==> src/rtl/bch_enc_127x141.sv <==
// bch_enc_127x141 -- systematic BCH(127,113)-style encoder, 127 data bits + 14 parity.
// Generator g(x) = x^14 + x^9 + x^8 + x^6 + x^5 + x^4 + x^2 + x + 1 (0x4377).
// Optional macro ENC_TOP_OUT_REG_EN adds a 141-bit output register with
// synchronous active-high reset and 1-cycle latency. Without it the block is
// purely combinational, and clk/rst are kept only so both builds share one port list.
module bch_enc_127x141 (
    input  logic         clk,
    input  logic         rst,
    input  logic [126:0] IN,
    output logic [140:0] OUT
);

    // g(x) with the x^14 term dropped; this is the feedback tap mask of the divider.
    localparam logic [13:0] GEN_LOW = 14'h0377;

    logic [13:0]  w_parity;
    logic [140:0] w_code;

    // Unrolled LFSR division of IN(x)*x^14 by g(x), MSB first.
    // After unrolling, each parity bit is a fixed XOR of IN bits.
    always_comb begin
        logic [13:0] v_rem;
        logic        v_fb;
        v_rem = '0;
        v_fb  = 1'b0;
        for (int i = 126; i >= 0; i--) begin
            v_fb  = IN[i] ^ v_rem[13];
            v_rem = {v_rem[12:0], 1'b0};
            if (v_fb) begin
                v_rem = v_rem ^ GEN_LOW;
            end
        end
        w_parity = v_rem;
    end

    assign w_code = {IN, w_parity};

`ifdef ENC_TOP_OUT_REG_EN
    logic [140:0] r_out;

    // Output register; clearing to zero still leaves a valid codeword.
    always_ff @(posedge clk) begin
        if (rst) begin
            r_out <= '0;
        end else begin
            r_out <= w_code;
        end
    end

    assign OUT = r_out;
`else
    // In the combinational build clk and rst go nowhere. They are folded into this net so lint does not flag them.
    logic w_unused_clk_rst;
    assign w_unused_clk_rst = clk ^ rst;

    assign OUT = w_code;
`endif

endmodule

==> config.mk <==
export PLATFORM = sky130hd
export DESIGN_NAME = bch_enc_127x141
export DESIGN_NICKNAME = d
export VERILOG_FILES = /design/src/rtl/bch_enc_127x141.sv
export SDC_FILE = /design/constraint.sdc
export NUM_CORES = 1
export LEC_CHECK = 0
export BUFFER_PORTS_ARGS = -buffer_cell sky130_fd_sc_hd__buf_2
export CAP_MARGIN = 15
export CORE_ASPECT_RATIO = 0.75
export CORE_MARGIN = 2
export CORE_UTILIZATION = 25
export DETAILED_ROUTE_END_ITERATION = 12
export GPL_TIMING_DRIVEN = 0
export PLACE_DENSITY = 0.5
export SLEW_MARGIN = 5
export SYNTH_ARGS = -nofsm -noshare
export SYNTH_HDL_FRONTEND = slang
export SYNTH_SLANG_ARGS = --single-unit
==> constraint.sdc <==
create_clock -name vclk -period 48.6
set_input_delay 12.15 -clock vclk [all_inputs]
set_output_delay 12.15 -clock vclk [all_outputs]
set_load 0.01 [all_outputs]
==> results of run 1 <==
[synth_stat cells]
library cell / instances
buf_1: 1
buf_2: 2
buf_4: 128
buf_6: 1
clkbuf_1: 1
inv_1: 1
xnor2_1: 277
xnor2_2: 25
xnor2_4: 7
xnor3_1: 198
xnor3_2: 15
xor2_1: 109
xor2_2: 7
xor3_1: 41
xor3_2: 9
[logic make-up (layout without fill, tap and decap cells)]
logic type,count (synthesis),in the layout,share of synthesized area (%)
buffers and inverters,134,396,8.947
xor gates and xnor gates,688,688,91.05
[stage by stage]
| step | setup WS [ns] | utilization (%) |
|---|---|---|
| 2_1_floorplan | 12.82 | - |
| 3_3_place_gp | 10.74 | 30.13 |
| 3_5_place_dp | 10.77 | 30.13 |
| 4_1_cts | 10.70 | 30.13 |
| 5_1_grt | 10.05 | 30.13 |
| 6_report | 10.79 | 30.13 |
[worst max-delay path: cells and delay by family]
kind      cells  cell delay, ns
buf+inv       2            0.34
xor+xnor     28           13.14
[layer usage]
layer | global-route usage, % | vias up
met5 | 0 | -
li1 | - | 3139
met4 | 0 | 0
met3 | 0.1151 | 0
met1 | 19.44 | 3136
met2 | 18.96 | 116
[cell type report]
cell class	instances	share of cell area [%]
Inverter	1	0.02857
Multi-Input combinational cell	688	76.95
Buffer	133	7.533
Timing Repair Buffer	262	9.981
Tap cell	578	5.505
[how the worst max path moves through the flow]
stage              end  slack [ns]
2_1_floorplan   OUT[9]       12.82
3_3_place_gp    OUT[7]       10.74
3_5_place_dp   OUT[11]       10.77
4_1_cts        OUT[11]       10.70
5_1_grt         OUT[7]       10.05
6_report        OUT[7]       10.79
==> out/metrics.yaml, run 1 <==
ctsResizeCount: 0
rsz0062_at_grt: "no"
final_cell_mix: "277 x xnor2_1, 264 x buf_2, 198 x xnor3_1"
cp-end-kind: "output pin"
crit_path_top_delay_cell: "xor2_1"
rows: 66
crit_fanout: 6
netlist_area_um2: 11100
slew_headroom_pct: 41.04
num-fill-cells: 4503
fin_crit_sh_pct: 77.80
start_util_pct: 25.46
synth_top_area_share_pct: 40.16
port_buffers: 262
grt_pass1_vias: 6776
post_cts.repair.setup_buffers: 0
worstSetupPathType: "input pin to output pin"
cp.required_ns: 36.45
drv_slew: 0
n_antenna_cell: 0
synth_area_per_cell_um2: 13.51
grt.total_usage_pct: 12.02
vias: 6391
drive_above_1_share_pct: 42.07
setup_viol: 0
wl_per_cell_um: 16.94
seq_cell_count: 0
status: "finished, final reports clean"
min-delay-path-class: "input pin to output pin"
synth_cells: 822
dp.cells: 1662
drt_pass1_iterations: 4
cp_common_cell: "xnor3_1"
ys_warn_count: 0
wl_met1_um: 14550
place_area_um2: 13140
final_nets: 1215
worstMarginPinSlew_ns: 0.8781
synthTopCellsByArea: "xnor3_1 40%, xnor2_1 22%, xor3_1 8.8%, buf_4 8.7%, xor2_1 8.6%"
dp_hpwl_um: 25300
crit_arrival_ns: 25.66
finalHoldViolCount: 0
die_x_um: 247.3
cp-startpoint: "IN[120]"
worstHoldEndpoint: "OUT[129]"
final_area_um2: 13140
tns_ns: 0
cts_hold_buf: 0
gp_congestion: 0.7862
antenna_found_initial: 0
post-route-drc-count: 0
routed_via_density: 3.845
grt_start_max_net_pins: 8
whs_ns: 24.48
clkbuf_count: 0
slowest_delay_ns: 0.65
wl_met2_um: 12540
max-cap-violations: 0
routed_wirelength_um: 28160
instances_no_fill: 1662
start_kind: "input pin"
core_um2: 43600
fin_crit_ns: 37.81
top_layer: "met3"
final_common_cell: "xnor2_1"
multi_input_area_um2: 10110
drt_iter0_markers: 289
grt_pass1_wl_um: 42470
gr-total-overflow: 0
ys_seq_area_share_pct: 0
synthToLayoutAreaGrowth_pct: 18.32
wl_met3_um: 1064
hold_path.startpoint: "IN[115]"
fmax_mhz: 26.45
regArea_um2: 0
syn_nets: 951
post_synth_num_cell_types: 15
ant_nets: 0
ios: 270
synth_area_leader_cell: "xnor3_1"
dieArea_um2: 46130
die_y_um: 186.5
worst_hold_path.num_cells: 2
Power of run 1 is not shown: default switching activity piles up to over one toggle a cycle in this logic, so the estimate is an artifact.
==> run 2: changes to the inputs <==
- ABC_AREA: unset -> 1
- clock period: 48.6 -> 32.6 ns (I/O delays scaled with it)
==> run 2 against run 1 <==
Effect of this change:
- count of clock-buffer cells in the layout is the same
- non-clock buffer count is the same
- hold slack got worse by 8.0 ns
- critical path depth rose by 90
- critical endpoint is now OUT[9]
==> out/metrics.yaml, run 2 <==
start_util_pct: 25.40  # -0.065 points
drive_above_1_share_pct: 36.78  # -5.3 points
port_buffers: 266  # +1.5%
cp.depth: 120  # +300%
core_um2: 63860  # +46%
cp_common_cell: "nand2_1"
gp_congestion: 0.8651  # +10%
met3_usage_pct: 0.07727  # -0.038 points
use_met1_pct: 23.20  # +3.8 points
gr-total-overflow: 0  # unchanged
muxShareOfSynthArea_pct: 0  # unchanged
start_kind: "input pin"
syn_nets: 3079  # +220%
grt.total_usage_pct: 14.12  # +2.1 points
synth_top_area_share_pct: 24.78  # -15 points
post-route-drc-count: 0  # unchanged
post_synth_num_cell_types: 30  # +15
slowest_delay_ns: 0.22  # -0.43 ns
cp.buffers_inverters: 13  # +11
ios: 270  # unchanged
ant_nets: 0  # unchanged
ctsResizeCount: 0  # unchanged
wl_per_cell_um: 12.05  # -29%
seq_cell_count: 0  # unchanged
tns_ns: 0  # unchanged
slew_headroom_pct: 74.10  # +33 points
num-fill-cells: 7370  # +64%
n_antenna_cell: 0  # unchanged
netlist_area_um2: 16220  # +46%
synth_area_per_cell_um2: 5.498  # -59%
synth_compound_area_share_pct: 0  # unchanged
worstSetupPathType: "input pin to output pin"
drt_pass1_iterations: 5  # +1
final_cell_mix: "1071 x nand2_1, 588 x nand3_1, 393 x nand2_2"
yosysMostFrequentCell: "nand2_1"
vias: 17930  # +180%
synthToLayoutAreaGrowth_pct: 14.85
crit_path_top_delay_cell: "nand2_1"
max-cap-violations: 0  # unchanged
fin_crit_ns: 28.82
drt_iter0_markers: 964  # +230%
fmax_mhz: 34.70
worst_slack_ns: 3.785  # -7.005 ns
final_common_cell: "nand2_1"
grt_pass1_vias: 15540  # +130%
grt.busiest_layer: "met1"
cp-end-kind: "output pin"
yosys.area_share.simple_pct: 80.52  # +81 points
synth_top_family_by_area: "simple AND/OR/NAND/NOR gates"
setup_viol: 0  # unchanged
post-place-ws_ns: 3.834  # -6.940 ns
synth_area_leader_cell: "nand2_1"
cts_hold_buf: 0  # unchanged
grt_util_met2_pct: 21.25  # +2.3 points
rsz0062_at_grt: "no"
antenna_found_initial: 0  # unchanged
routed_wirelength_um: 49150  # +75%
die_x_um: 298.1  # +21%
routed_via_density: 4.397  # +14%
post_cts.repair.setup_buffers: 0  # unchanged
synth_fa_ha_area_share_pct: 0  # unchanged
min-delay-path-class: "input pin to output pin"
crit_fanout: 9  # +3
ys_seq_area_share_pct: 0  # unchanged
grt_pass1_wl_um: 79810  # +88%
regArea_um2: 0  # unchanged
crit_arrival_ns: 20.67  # -4.99 ns
die_y_um: 224.6  # +20%
status: "finished, final reports clean"
ys_warn_count: 0  # unchanged
fin_crit_sh_pct: 88.39
clkbuf_count: 0  # unchanged
synthTopCellsByArea: "nand2_1 25%, nand3_1 18%, nand2_2 15%, nand2_4 8.7%, nand3_2 6.8%"
rows: 80  # +21%
dieArea_um2: 66960  # +45%
synth_cells: 2950  # +260%
cp.required_ns: 24.45  # -12.00 ns
worstMarginPinSlew_ns: 0.3871  # -0.4910 ns
finalHoldViolCount: 0  # unchanged
final_nets: 3347  # +180%
crit_family: "simple AND/OR/NAND/NOR gates"
grt_start_max_net_pins: 11  # +3
drv_slew: 0  # unchanged
dp_hpwl_um: 44090  # +74%
synth_common_cells: "1071 x nand2_1, 588 x nand3_1, 393 x nand2_2"
synth_xor_area_share_pct: 5.191  # -86 points
worst_hold_path.num_cells: 2  # unchanged
run 2: cell count changes after synthesis, sizes merged, moves of 38 or more:
cell	before	now
xor2	116	65
inv	1	336
xor3	50	0
nand3	0	716
nor2	0	38
nand2	0	1601
xnor3	213	0
xnor2	309	20
run 2: per-stage QoR:
step | std cells | util [%] | hold slack, ns | cell area (um^2)
floorplan | 2950 | - | 16.39 | 16220
global placement | 4077 | 29.17 | 16.49 | 18630
detailed placement | 4077 | 29.17 | 16.48 | 18630
CTS | 4077 | 29.17 | 16.48 | 18630
global route | 4077 | 29.17 | 16.49 | 18630
finish | 4077 | 29.17 | 16.48 | 18630
run 2: cell families after synthesis:
| family | after synthesis |
|---|---|
| and+or+nand+nor | 2397 |
| buffers and inverters | 468 |
| xor gates and xnor gates | 85 |
run 2: worst paths after layout:
path  startpoint       end
min      IN[122]  OUT[136]
max      IN[126]    OUT[9]
run 2: final cells by class:
class | count | area [um^2] | area share, %
well taps | 861 | 1077 | 5.783
plain buffers | 129 | 969.7 | 5.205
repair buffers | 266 | 1331 | 7.146
inverters | 339 | 1349 | 7.240
multi-input cells | 2482 | 13900 | 74.63
run 2: layer usage:
layer / vias up / routed length (um)
met5: - / 0
met4: 0 / 112
met3: 6 / 1310
met2: 279 / 19670
met1: 7876 / 28060
li1: 9767 / -
Power of run 2 is left out for the same reason.
